===== src/rtl/dot_product_issuer.sv =====
// -----------------------------------------------------------------------------
// dot_product_issuer
//   Initiator-side front end for a multi-cycle dot-product unit. Collects a
//   serial element stream into two operand vectors (first VECTOR_SIZE elements
//   into dp_vec1, next VECTOR_SIZE into dp_vec2), pulses dp_start once, waits
//   for dp_valid (bounded by TIMEOUT_CYCLES) and presents the result on a
//   valid/ready output stream.
//
// Ports
//   clk, reset                 clock (rising edge), async active-low reset
//   in_valid/in_ready/in_data  operand element stream
//   dp_vec1/dp_vec2            registered operand vectors to the unit
//   dp_start                   one-cycle launch pulse
//   dp_valid/dp_result         unit result, only looked at while waiting
//   res_valid/res_ready        result handshake
//   res_data/res_error         result, error=1 means timeout with data 0
//   busy                       low only when idle in LOAD_A with idx 0
// -----------------------------------------------------------------------------

// One operand lane: holds element i of each vector.
module dot_product_issuer_lane #(
  parameter int DATA_WIDTH = 31
) (
  input  logic                  clk,
  input  logic                  reset,
  input  logic                  wr_a,
  input  logic                  wr_b,
  input  logic [DATA_WIDTH-1:0] din,
  output logic [DATA_WIDTH-1:0] vec1,
  output logic [DATA_WIDTH-1:0] vec2
);
  logic [DATA_WIDTH-1:0] vec1_q, vec1_d;
  logic [DATA_WIDTH-1:0] vec2_q, vec2_d;

  always_comb begin
    vec1_d = vec1_q;
    vec2_d = vec2_q;
    if (wr_a) vec1_d = din;
    if (wr_b) vec2_d = din;
  end

  always_ff @(posedge clk or negedge reset) begin
    if (!reset) begin
      vec1_q <= '0;
      vec2_q <= '0;
    end else begin
      vec1_q <= vec1_d;
      vec2_q <= vec2_d;
    end
  end

  assign vec1 = vec1_q;
  assign vec2 = vec2_q;
endmodule

module dot_product_issuer #(
  parameter int VECTOR_SIZE    = 4,
  parameter int DATA_WIDTH     = 31,
  parameter int TIMEOUT_CYCLES = 64
) (
  input  logic                  clk,
  input  logic                  reset,
  input  logic                  in_valid,
  output logic                  in_ready,
  input  logic [DATA_WIDTH-1:0] in_data,
  output logic [DATA_WIDTH-1:0] dp_vec1 [VECTOR_SIZE],
  output logic [DATA_WIDTH-1:0] dp_vec2 [VECTOR_SIZE],
  output logic                  dp_start,
  input  logic                  dp_valid,
  input  logic [DATA_WIDTH-1:0] dp_result,
  output logic                  res_valid,
  input  logic                  res_ready,
  output logic [DATA_WIDTH-1:0] res_data,
  output logic                  res_error,
  output logic                  busy
);
  localparam int IDX_W = (VECTOR_SIZE > 1) ? $clog2(VECTOR_SIZE) : 1;
  localparam int TMR_W = $clog2(TIMEOUT_CYCLES);
  localparam logic [IDX_W-1:0] IDX_LAST = IDX_W'(VECTOR_SIZE - 1);
  // Give up in the WAIT cycle where the incremented timer reaches
  // TIMEOUT_CYCLES-1, so res_valid rises TIMEOUT_CYCLES cycles after dp_start.
  localparam logic [TMR_W-1:0] TMR_LAST = TMR_W'(TIMEOUT_CYCLES - 2);

  typedef enum logic [2:0] {
    LOAD_A,
    LOAD_B,
    ISSUE,
    WAIT,
    OUTPUT
  } state_t;

  state_t                state_q, state_d;
  logic [IDX_W-1:0]      idx_q, idx_d;
  logic [TMR_W-1:0]      timer_q, timer_d;
  logic [DATA_WIDTH-1:0] res_data_q, res_data_d;
  logic                  res_error_q, res_error_d;

  logic                  loading;
  logic                  accept;
  logic                  last_elem;

  // Reset gates in_ready so nothing looks accepted while held in reset.
  assign loading   = (state_q == LOAD_A) || (state_q == LOAD_B);
  assign in_ready  = reset && loading;
  assign accept    = in_valid && in_ready;
  assign last_elem = (idx_q == IDX_LAST);

  always_comb begin
    state_d     = state_q;
    idx_d       = idx_q;
    timer_d     = timer_q;
    res_data_d  = res_data_q;
    res_error_d = res_error_q;
    case (state_q)
      LOAD_A, LOAD_B: begin
        if (accept) begin
          if (last_elem) begin
            idx_d   = '0;
            state_d = (state_q == LOAD_A) ? LOAD_B : ISSUE;
          end else begin
            idx_d = idx_q + IDX_W'(1);
          end
        end
      end
      ISSUE: begin
        timer_d = '0;
        state_d = WAIT;
      end
      WAIT: begin
        timer_d = timer_q + TMR_W'(1);
        // A result arriving on the timeout cycle takes priority.
        if (dp_valid) begin
          res_data_d  = dp_result;
          res_error_d = 1'b0;
          state_d     = OUTPUT;
        end else if (timer_q == TMR_LAST) begin
          res_data_d  = '0;
          res_error_d = 1'b1;
          state_d     = OUTPUT;
        end
      end
      OUTPUT: begin
        if (res_ready) state_d = LOAD_A;
      end
      default: state_d = LOAD_A;
    endcase
  end

  always_ff @(posedge clk or negedge reset) begin
    if (!reset) begin
      state_q     <= LOAD_A;
      idx_q       <= '0;
      timer_q     <= '0;
      res_data_q  <= '0;
      res_error_q <= 1'b0;
    end else begin
      state_q     <= state_d;
      idx_q       <= idx_d;
      timer_q     <= timer_d;
      res_data_q  <= res_data_d;
      res_error_q <= res_error_d;
    end
  end

  // Operand lanes: lane g captures the element accepted while idx == g.
  for (genvar g = 0; g < VECTOR_SIZE; g++) begin : g_lane
    logic hit;
    assign hit = accept && (idx_q == IDX_W'(g));
    dot_product_issuer_lane #(
      .DATA_WIDTH(DATA_WIDTH)
    ) u_lane (
      .clk  (clk),
      .reset(reset),
      .wr_a (hit && (state_q == LOAD_A)),
      .wr_b (hit && (state_q == LOAD_B)),
      .din  (in_data),
      .vec1 (dp_vec1[g]),
      .vec2 (dp_vec2[g])
    );
  end

  assign dp_start  = (state_q == ISSUE);
  assign res_valid = (state_q == OUTPUT);
  assign res_data  = res_data_q;
  assign res_error = res_error_q;
  assign busy      = !((state_q == LOAD_A) && (idx_q == '0));
endmodule

===== config.mk =====
export PLATFORM = sky130hd
export DESIGN_NAME = dot_product_issuer
export DESIGN_NICKNAME = d
export VERILOG_FILES = /design/src/rtl/dot_product_issuer.sv
export SDC_FILE = /design/constraint.sdc
export NUM_CORES = 1
export LEC_CHECK = 0
export CAP_MARGIN = 30
export CORE_MARGIN = 2
export CORE_UTILIZATION = 47
export DETAILED_ROUTE_END_ITERATION = 6
export GPL_ROUTABILITY_DRIVEN = 0
export HOLD_SLACK_MARGIN = 0.08
export PLACE_DENSITY = 0.84
export REMOVE_ABC_BUFFERS = 1
export SLEW_MARGIN = 20
export SYNTH_ARGS = -nofsm -noshare
export SYNTH_HDL_FRONTEND = slang
export SYNTH_SLANG_ARGS = --single-unit

===== constraint.sdc =====
create_clock -name clk -period 2.3 [get_ports clk]
set_clock_uncertainty 0.15 [all_clocks]
set_input_delay 0.69 -clock clk [delete_from_list [all_inputs] [get_ports clk]]
set_output_delay 0.69 -clock clk [all_outputs]
set_load 0.03 [all_outputs]

==> results.sh, run 1 <==
export IMPL_status="finished with violations"
export IMPL_violations="setup timing"
export IMPL_io_pins=351
export IMPL_end_kind="output pin"
export IMPL_die_height_um=161
export IMPL_maxSlewViolCount=0
export IMPL_switching_share_pct=41.5
export IMPL_setup_tns_final_ps=-30.3
export IMPL_grt_pass1_vias=8140
export IMPL_ys_seq_elements=291
export IMPL_required_ps=1460
export IMPL_finalCritPeriodShare_pct=101
export IMPL_fin_hold_ws_ps=81.1
export IMPL_insertion_delay_ps=550
export IMPL_tightest_slew_ps=869
export IMPL_syn_avg_cell_area_um2=15.7
export IMPL_layout_cells_non_filler=1473
export IMPL_htreeDepth=1
export IMPL_fmax_mhz=431
export IMPL_power_density_nw_per_um2=1620
export IMPL_p_switching_uw=11100
export IMPL_num_rows=57
export IMPL_cts_made_buffers=30
export IMPL_async_reset_ff_share_pct=100
export IMPL_start_util_pct=47.9
export IMPL_finalWorstSetupSlack_ps=-18.7
export IMPL_post_route_min_period_ps=2320
export IMPL_vdd_drop_max_mv=0.874
export IMPL_finalHoldViolations=0
export IMPL_comb_power_share_pct=47.1
export IMPL_clkTransAtPathRegs_ps=60
export IMPL_cp_start_kind="flip-flop"
export IMPL_clk_path_buf_depth=3
export IMPL_synthXorXnorAreaFrac_pct=0
export IMPL_synthDistinctLibCells=39
export IMPL_p_int_uw=15700
export IMPL_routed_wirelength_mm=31.6
export IMPL_portBuffers=350
export IMPL_track_usage_pct=24.0
export IMPL_drv_cap=0
export IMPL_final_layout_size_suffix_gt1_share_pct=30.4
export IMPL_synthMuxAreaShare_pct=26.4
export IMPL_routedWlPerCell_um=21.4
export IMPL_drt_iter0_drc=400
export IMPL_crit_type="reg2out"
export IMPL_syn_inst=741
export IMPL_nets=1198
export IMPL_dr_total_vias=7735
export IMPL_p_total_uw=26800
export IMPL_slew_headroom_pct=42.0
export IMPL_cp_max_fo=5
export IMPL_synth_compound_area_share_pct=4.27
export IMPL_synth_fa_ha_area_share_pct=0.647
export IMPL_first_pass_iters=4
export IMPL_n_antenna_cell=0
export IMPL_die_area_um2=26000
export IMPL_syn_area_um2=11600
export IMPL_grt_pass1_wl_mm=48.7
export IMPL_synth_edf_count=0
export IMPL_numClockSinks=291
export IMPL_cp_arrival_ps=1480
export IMPL_postRouteAntennaNets=0
export IMPL_yosys_warnings=0
export IMPL_grt_overflow_total=0
export IMPL_n_fill_cell=1820
export IMPL_setup_viol=2
export IMPL_area_delta_synth_final_pct=42.9
export IMPL_pwr_share_seq_pct=33.2
export IMPL_avgViaCountPerCell=5.25
export IMPL_r2r_slack_ps=160
export IMPL_core_um2=24200
export IMPL_power_leakage_uw=0.00810
export IMPL_drc_errors=0
export IMPL_antenna_found_initial=0
export IMPL_rsz0062_at_grt="yes"
export IMPL_synth_top_family_by_area="multiplexers"
export IMPL_grt_max_degree=152
export IMPL_hold_class="in2async"
export IMPL_post_dp_hpwl_mm=21.5
export IMPL_synthFlopType="dfrtp_1"
export IMPL_clock_root_buffer="clkbuf_16"
export IMPL_yosysSeqAreaShare_pct=62.8
export IMPL_cts_tree="built"
export IMPL_die_x_um=161
export IMPL_synth_simple_gate_area_share_pct=2.53
export IMPL_clkPwrFrac_pct=19.6
export IMPL_placed_cells=1404
## power groups by stage
stage	sequential, uW	clock [uW]	combinational (uW)
5_1_grt	9200	5600	13200
6_report	8920	5260	12600
4_1_cts	8920	5340	12600
3_5_place_dp	9030	0	14100
2_1_floorplan	13500	0	3170
3_3_place_gp	8920	0	13800
## flip-flops by register name (all words and copies together) (netlist names)
register and count:
idx_q 2, res_data 31, g_lane.u_lane.vec1 124, state_q 3, g_lane.u_lane.vec2 124, res_error 1
timer_q 6
## area by class of cell
type / count / area [um2] / area share (%)
Inverter: 35 / 131 / 0.792
Clock inverter: 17 / 230 / 1.39
Timing Repair Buffer: 392 / 3670 / 22.2
Tap cell: 324 / 405 / 2.44
Clock buffer: 39 / 866 / 5.22
Multi-Input combinational cell: 375 / 3990 / 24.1
Sequential cell: 291 / 7290 / 43.9
## per-stage QoR
step	utilization [%]	setup slack [ps]	instance area [um2]
6_report	68.4	-18.7	16600
2_1_floorplan	-	-559	11300
4_1_cts	68.1	-47.5	16500
3_5_place_dp	64.6	-414	15700
5_1_grt	68.4	-63.9	16600
3_3_place_gp	64.6	-390	15700
## final timing paths
| path | startpoint | end | cells after the start |
|---|---|---|---|
| max in group asynchronous | reset | g_lane[2].u_lane.vec1[27]$_DFFE_PN0P_ | 3 |
| worst max-delay path | idx_q[0]$_DFFE_PN0P_ | busy | 4 |
| min in group clk | g_lane[3].u_lane.vec2[11]$_DFFE_PN0P_ | g_lane[3].u_lane.vec2[11]$_DFFE_PN0P_ | 1 |
| worst min register to register | g_lane[3].u_lane.vec2[11]$_DFFE_PN0P_ | g_lane[3].u_lane.vec2[11]$_DFFE_PN0P_ | 1 |
| worst max register to register | state_q[1]$_DFFE_PN0P_ | g_lane[3].u_lane.vec2[8]$_DFFE_PN0P_ | 5 |
| worst min-delay path | reset | g_lane[1].u_lane.vec2[30]$_DFFE_PN0P_ | 2 |
## metal layers
| metal | routed length [um] | GRT usage, % | part of all wire (%) | vias up |
|---|---|---|---|---|
| met5 | 0 | 0 | 0 | - |
| met4 | 969 | 7.87 | 3.1 | 0 |
| met3 | 2410 | 6.32 | 7.6 | 64 |
| met2 | 15400 | 40.7 | 49 | 323 |
| met1 | 12800 | 30.2 | 41 | 3964 |
| li1 | - | - | - | 3384 |
## Yosys cell counts (all sizes together) (2+ instances only)
cell type    n  area share (%)
inv         35             1.1
nor3         2            0.13
nand2b       6            0.35
a22oi       31             2.0
clkbuf       7            0.23
buf         33             2.0
o21ai       34             1.5
dfrtp      291              63
nor2         5            0.16
nand2        6            0.19
nor3b        3            0.19
a22o         3            0.23
and3         2            0.11
ha           6            0.65
mux2       252              26
a21oi        2           0.086
nand3        4            0.17
nand3b       2            0.13
nor4b        3            0.61
## what timing repair did
| action | in CTS | in global routing |
|---|---|---|
| buffers inserted | 5 | 8 |
| pin swaps | 1 | 2 |
| hold buffers | 0 | 0 |
| endpoints found under the setup margin | 284 | 4 |
| gates resized for setup | 295 | 6 |
## critical path, cell delays in order (launching register included)
cell	delay, ps
dfrtp_2	440
inv_2	100
ha_4	140
nand3b_1	100
buf_6	160
## cells by family (layout without fill, tap and decap cells)
| family | Yosys count | in the layout |
|---|---|---|
| AOI/OAI and AO/OA | 77 | 77 |
| muxes | 252 | 252 |
| DFF | 291 | 291 |
| buffers and inverters | 75 | 483 |
| and+or+nand+nor | 40 | 40 |
| adders and majority gates | 6 | 6 |
## layout by cell type, fill, tap and decap left out, types with 4 or more instances in the layout
master / netlist / layout
dfrtp_1: 291 / 287
dlygate4sd2_1: 0 / 280
mux2_2: 166 / 166
clkdlybuf4s50_1: 0 / 65
mux2_4: 60 / 60
o21ai_0: 34 / 34
inv_1: 35 / 32
a22oi_1: 31 / 31
clkbuf_16: 0 / 31
mux2_1: 26 / 26
buf_4: 6 / 26
buf_12: 0 / 15
nand2_1: 6 / 6
clkbuf_8: 0 / 6
clkinv_2: 0 / 6
ha_1: 6 / 5
bufinv_16: 0 / 5
nand2b_1: 5 / 4
clkinvlp_4: 0 / 4
dfrtp_2: 0 / 4
buf_6: 9 / 4
Power figures use the tool's default switching activity.
==> run 2, diff against run 1 <==
Settings changed: CAP_MARGIN 30 to 10, SETUP_SLACK_MARGIN set to 0.3.
==> run 2 against run 1 <==
  * The flow still finishes with violations (setup timing)
  * Sequential power increased by 1%
  * Setup slack gained 3.0 ps
  * Largest power group unchanged
  * Largest cell class unchanged
  * Via count grew 5.7%
  * Highest routed layer unchanged
  * Global-route usage rose by 0.37 points
  * Design area up 2.1%
  * Register-to-register slack worse by 130 ps
==> results.sh, run 2 (synthesis results as in run 1) <==
export IMPL_status="finished with violations"
export IMPL_violations="setup timing"
export IMPL_clock_root_buffer="clkbuf_16"
export IMPL_critPathMaxStageDelay_ps=430
export IMPL_final_layout_size_suffix_gt1_share_pct=58.5
export IMPL_postRouteAntennaNets=0
export IMPL_n_fill_cell=1707
export IMPL_hold_class="in2async"
export IMPL_io_pins=351
export IMPL_cp_arrival_ps=1480
export IMPL_crit_path_start="state_q[1]$_DFFE_PN0P_"
export IMPL_area_delta_synth_final_pct=45.9
export IMPL_insertion_delay_ps=540
export IMPL_nets=1250
export IMPL_dr_total_vias=8178
export IMPL_r2r_slack_ps=30
export IMPL_fmax_mhz=432
export IMPL_routedWlPerCell_um=24.2
export IMPL_clk_path_buf_depth=3
export IMPL_placed_cells=1404
export IMPL_grt_max_degree=152
export IMPL_start_util_pct=47.9
export IMPL_path_buf_inv=2
export IMPL_die_x_um=161
export IMPL_routed_wirelength_mm=36.9
export IMPL_ff2ff_path_depth=7
export IMPL_crit_type="reg2out"
export IMPL_end_kind="output pin"
export IMPL_numClockSinks=291
export IMPL_layout_commonest_cell="dfrtp_1"
export IMPL_first_pass_iters=5
export IMPL_r2r_end="g_lane[1].u_lane.vec2[1]$_DFFE_PN0P_"
export IMPL_fin_hold_ws_ps=132
export IMPL_layout_cells_non_filler=1526
export IMPL_vdd_drop_max_mv=0.836
export IMPL_drt_iter0_drc=467
export IMPL_die_area_um2=26000
export IMPL_num_rows=57
export IMPL_drc_errors=0
export IMPL_final_cell_mix="dfrtp_1 (288), buf_2 (160), mux2_4 (149)"
export IMPL_portBuffers=350
export IMPL_crit_chain="buf_6 -> nor3b_4 -> buf_6"
export IMPL_slew_headroom_pct=44.5
export IMPL_r2r_start="state_q[1]$_DFFE_PN0P_"
export IMPL_maxSlewViolCount=0
export IMPL_htreeDepth=1
export IMPL_antenna_found_initial=1
export IMPL_grt_overflow_total=0
export IMPL_power_leakage_uw=0.00836
export IMPL_track_usage_pct=24.4
export IMPL_cp_start_kind="flip-flop"
export IMPL_core_um2=24200
export IMPL_cp_max_fo=4
export IMPL_setup_tns_final_ps=-15.7
export IMPL_tightest_slew_ps=832
export IMPL_power_density_nw_per_um2=1650
export IMPL_avgViaCountPerCell=5.36
export IMPL_crit_path_frequent_cell="buf_6"
export IMPL_finalCritPeriodShare_pct=101
export IMPL_postPlaceCellArea_um2=15700
export IMPL_post_dp_hpwl_mm=21.5
export IMPL_finalHoldViolations=0
export IMPL_holdBufCountCts=0
export IMPL_post_route_min_period_ps=2320
export IMPL_required_ps=1460
export IMPL_cts_made_buffers=30
export IMPL_finalWorstSetupSlack_ps=-15.7
export IMPL_postLayoutCoreUtil_pct=69.8
export IMPL_grt_pass1_vias=8211
export IMPL_cpMaxStageDelayCell="dfrtp_2"
export IMPL_rsz0062_at_grt="yes"
export IMPL_die_height_um=161
export IMPL_clkTransAtPathRegs_ps=60
export IMPL_drv_cap=0
export IMPL_cts_tree="built"
export IMPL_final_cell_area_um2=16900
export IMPL_grt_pass1_wl_mm=49.5
export IMPL_setup_viol=1
export IMPL_path_delay_family="flip-flops"
run 2: changes by cell type in the layout (fill, tap and decap cells not counted), moves of 2 or more:
cell / delta
and3_2: -2
and3_4: +2
buf_12: +8
buf_2: +160
buf_4: +58
buf_6: +24
buf_8: +3
clkbuf_16: +16
clkbuf_2: +61
clkbuf_4: +2
dlygate4sd2_1: -280
mux2_1: -20
mux2_2: -69
mux2_4: +89
run 2: per-layer routing:
metal  vias up  GRT usage (%)  share of wire (%)
met2       355           41.3                 47
met5         -              0                  0
met4         0           7.75                3.1
met3        72           6.24                7.4
li1       3502              -                  -
met1      4249           30.9                 42
run 2: worst max-delay path by stage:
| stage | endpoint | slack [ps] | cells after the start |
|---|---|---|---|
| 5_1_grt | in_ready | -60 | 3 |
| 3_5_place_dp | g_lane[3].u_lane.vec2[8]$_DFFE_PN0P_ | -410 | 5 |
| 2_1_floorplan | g_lane[0].u_lane.vec2[0]$_DFFE_PN0P_ | -560 | 3 |
| 3_3_place_gp | g_lane[3].u_lane.vec2[8]$_DFFE_PN0P_ | -390 | 5 |
| 6_report | in_ready | -20 | 3 |
| 4_1_cts | in_ready | -40 | 3 |
run 2: worst register-to-register path: cells and delay by family (launching register included):
kind	cells	cell delay, ps
flip-flops	1	430
AND/OR/NAND/NOR	2	540
buffers and inverters	4	700
multiplexers	1	330
run 2: metrics by stage:
step                setup WS [ps]  power (uW)
global placement             -390       22700
CTS                         -37.5       26600
finish                      -15.7       27900
global route                -61.1       29100
detailed placement           -414       23100
floorplan                    -559       16600
run 2: layout make-up:
class	instances	area, um2	area share (%)
Multi-Input combinational cell	375	4350	25.7
Tap cell	324	405	2.39
Antenna cell	1	2.50	0.0148
Sequential cell	291	7290	43.0
Clock buffer	39	866	5.11
Clock inverter	17	230	1.36
Inverter	35	131	0.776
Timing Repair Buffer	444	3660	21.6
run 2: repair_timing:
item	4_1_cts	5_1_grt
hold endpoints to repair	0	0
pin swaps	4	6
cloned	0	23
endpoints found under the setup margin	471	370
gates resized for setup	1194	348
setup buffers	13	29
run 2: where the power goes:
group | internal [uW] | total, uW | switching [uW] | leakage [uW]
registers | 7520 | 9040 | 1520 | 0.00351
logic | 5580 | 13600 | 8050 | 0.00431
clock network | 3220 | 5270 | 2050 | 0.000532
total | 16300 | 27900 | 11600 | 0.00836
==> run 3, diff against run 2 <==
Settings changed: REMOVE_ABC_BUFFERS 1 to not set.
==> run 3 against run 2 <==
  * The flow still finishes with violations (setup timing)
  * Core utilization is 0.77 points lower
  * Largest cell class unchanged
  * Highest routed layer unchanged
  * Critical path depth is the same
  * Count of clock-buffer cells in the layout grew 8
  * Non-clock buffer count fell by 17
==> results.sh, run 3 (synthesis results as in run 1) <==
export IMPL_setup_viol=2
export IMPL_grt_overflow_total=0
export IMPL_crit_type="reg2out"
export IMPL_clkTransAtPathRegs_ps=60
export IMPL_cp_max_fo=5
export IMPL_track_usage_pct=24.1
export IMPL_final_cell_area_um2=16700
export IMPL_finalWorstSetupSlack_ps=-15.1
export IMPL_final_layout_size_suffix_gt1_share_pct=57.8
export IMPL_grt_pass1_wl_mm=49.0
export IMPL_finalCritPeriodShare_pct=101
export IMPL_postLayoutCoreUtil_pct=69.0
export IMPL_status="finished with violations"
export IMPL_p_switching_uw=11400
export IMPL_tightest_slew_ps=830
export IMPL_postRouteAntennaNets=0
export IMPL_power_leakage_uw=0.00832
export IMPL_cts_tree="built"
export IMPL_htreeDepth=1
export IMPL_switching_share_pct=41.7
export IMPL_end_kind="output pin"
export IMPL_cts_made_buffers=31
export IMPL_grt_max_degree=155
export IMPL_setup_tns_final_ps=-27.3
export IMPL_portBuffers=350
export IMPL_post_dp_hpwl_mm=20.6
export IMPL_postPlaceCellArea_um2=15700
export IMPL_maxSlewViolCount=0
export IMPL_io_pins=351
export IMPL_clkPwrFrac_pct=18.0
export IMPL_post_route_min_period_ps=2320
export IMPL_drv_cap=0
export IMPL_ff2ff_path_depth=7
export IMPL_violations="setup timing"
export IMPL_rsz0062_at_grt="yes"
export IMPL_pwr_share_seq_pct=32.9
export IMPL_routed_wirelength_mm=35.7
export IMPL_n_fill_cell=1708
export IMPL_synth_nets=814
export IMPL_fmax_mhz=432
export IMPL_final_cell_mix="dfrtp_1 (288), mux2_4 (191), buf_2 (179)"
export IMPL_cp_arrival_ps=1480
export IMPL_layout_commonest_cell="dfrtp_1"
export IMPL_grt_pass1_vias=8125
export IMPL_die_height_um=161
export IMPL_required_ps=1460
export IMPL_p_total_uw=27400
export IMPL_drc_errors=0
export IMPL_num_rows=57
export IMPL_hold_class="in2async"
export IMPL_slew_headroom_pct=44.7
export IMPL_avgViaCountPerCell=5.31
export IMPL_core_um2=24200
export IMPL_cp_start_kind="flip-flop"
export IMPL_r2r_start="state_q[2]$_DFFE_PN0P_"
export IMPL_dr_total_vias=8009
export IMPL_clock_root_buffer="clkbuf_16"
export IMPL_r2r_slack_ps=20
export IMPL_vdd_drop_max_mv=1.03
export IMPL_die_x_um=161
export IMPL_routedWlPerCell_um=23.6
export IMPL_insertion_delay_ps=540
export IMPL_comb_power_share_pct=49.1
export IMPL_start_util_pct=47.9
export IMPL_p_int_uw=16000
export IMPL_r2r_end="g_lane[0].u_lane.vec2[27]$_DFFE_PN0P_"
export IMPL_nets=1234
export IMPL_antenna_found_initial=1
export IMPL_clk_path_buf_depth=3
export IMPL_die_area_um2=26000
export IMPL_finalHoldViolations=0
export IMPL_area_delta_synth_final_pct=44.3
export IMPL_drt_iter0_drc=560
export IMPL_first_pass_iters=6
export IMPL_power_density_nw_per_um2=1640
export IMPL_numClockSinks=291
==> run 3: stage by stage <==
stage | worst slack, ps | instances | hold slack, ps
after floorplan | 338 | 741 | 244
after global placement | -345 | 1408 | 315
after detailed placement | -368 | 1408 | 324
after CTS | -48.4 | 1475 | 287
after global routing | -96.1 | 1509 | 307
final | -15.1 | 1509 | 247
==> run 3: critical path, cell delays in order (launching register included) <==
cell	delay [ps]
dfrtp_2	440
buf_6	140
nor3b_2	160
buf_4	190
==> run 3: power by group through the flow <==
stage | combinational [uW] | clock (uW) | sequential (uW)
floorplan | 3290 | 0 | 13500
global placement | 13800 | 0 | 8820
detailed placement | 14100 | 0 | 8970
CTS | 12300 | 5030 | 8870
global route | 14000 | 5240 | 9280
finish | 13500 | 4930 | 9010
==> run 3: worst max-delay path by stage <==
stage	cells after the start	slack (ps)	end	start
2_1_floorplan	1	340	in_ready	reset
3_3_place_gp	5	-340	g_lane[1].u_lane.vec2[15]$_DFFE_PN0P_	in_valid
3_5_place_dp	5	-370	g_lane[2].u_lane.vec2[26]$_DFFE_PN0P_	in_valid
4_1_cts	3	-50	in_ready	state_q[1]$_DFFE_PN0P_
5_1_grt	3	-100	in_ready	state_q[2]$_DFFE_PN0P_
6_report	3	-20	in_ready	state_q[2]$_DFFE_PN0P_
==> run 3: what timing repair did <==
item                       in CTS  in global routing
resized for setup            1177                365
pin swaps                       4                  9
hold buffers                    1                  0
gates cloned                    0                 19
hold endpoints to repair        3                  0
setup endpoints to repair     432                295
setup buffers                  10                 14
==> run 3: final cells by class <==
class | instances | area, um2 | area share [%]
repair buffers | 427 | 3400 | 20.3
clock inverters | 9 | 103 | 0.613
inverters | 35 | 131 | 0.785
flip-flops and latches | 291 | 7290 | 43.5
multi-input cells | 375 | 4500 | 26.9
clock buffers | 47 | 916 | 5.47
diodes | 1 | 2.50 | 0.0149
well taps | 324 | 405 | 2.42
==> run 3: per-layer routing <==
layer / vias to the layer above / wire length (um) / GRT usage (%) / share of wire [%]
li1: 3472 / - / - / -
met1: 4180 / 15300 / 31.8 / 43
met5: - / 0 / 0 / 0
met3: 57 / 2290 / 5.21 / 6.4
met2: 300 / 17400 / 41.3 / 49
met4: 0 / 733 / 5.24 / 2.1
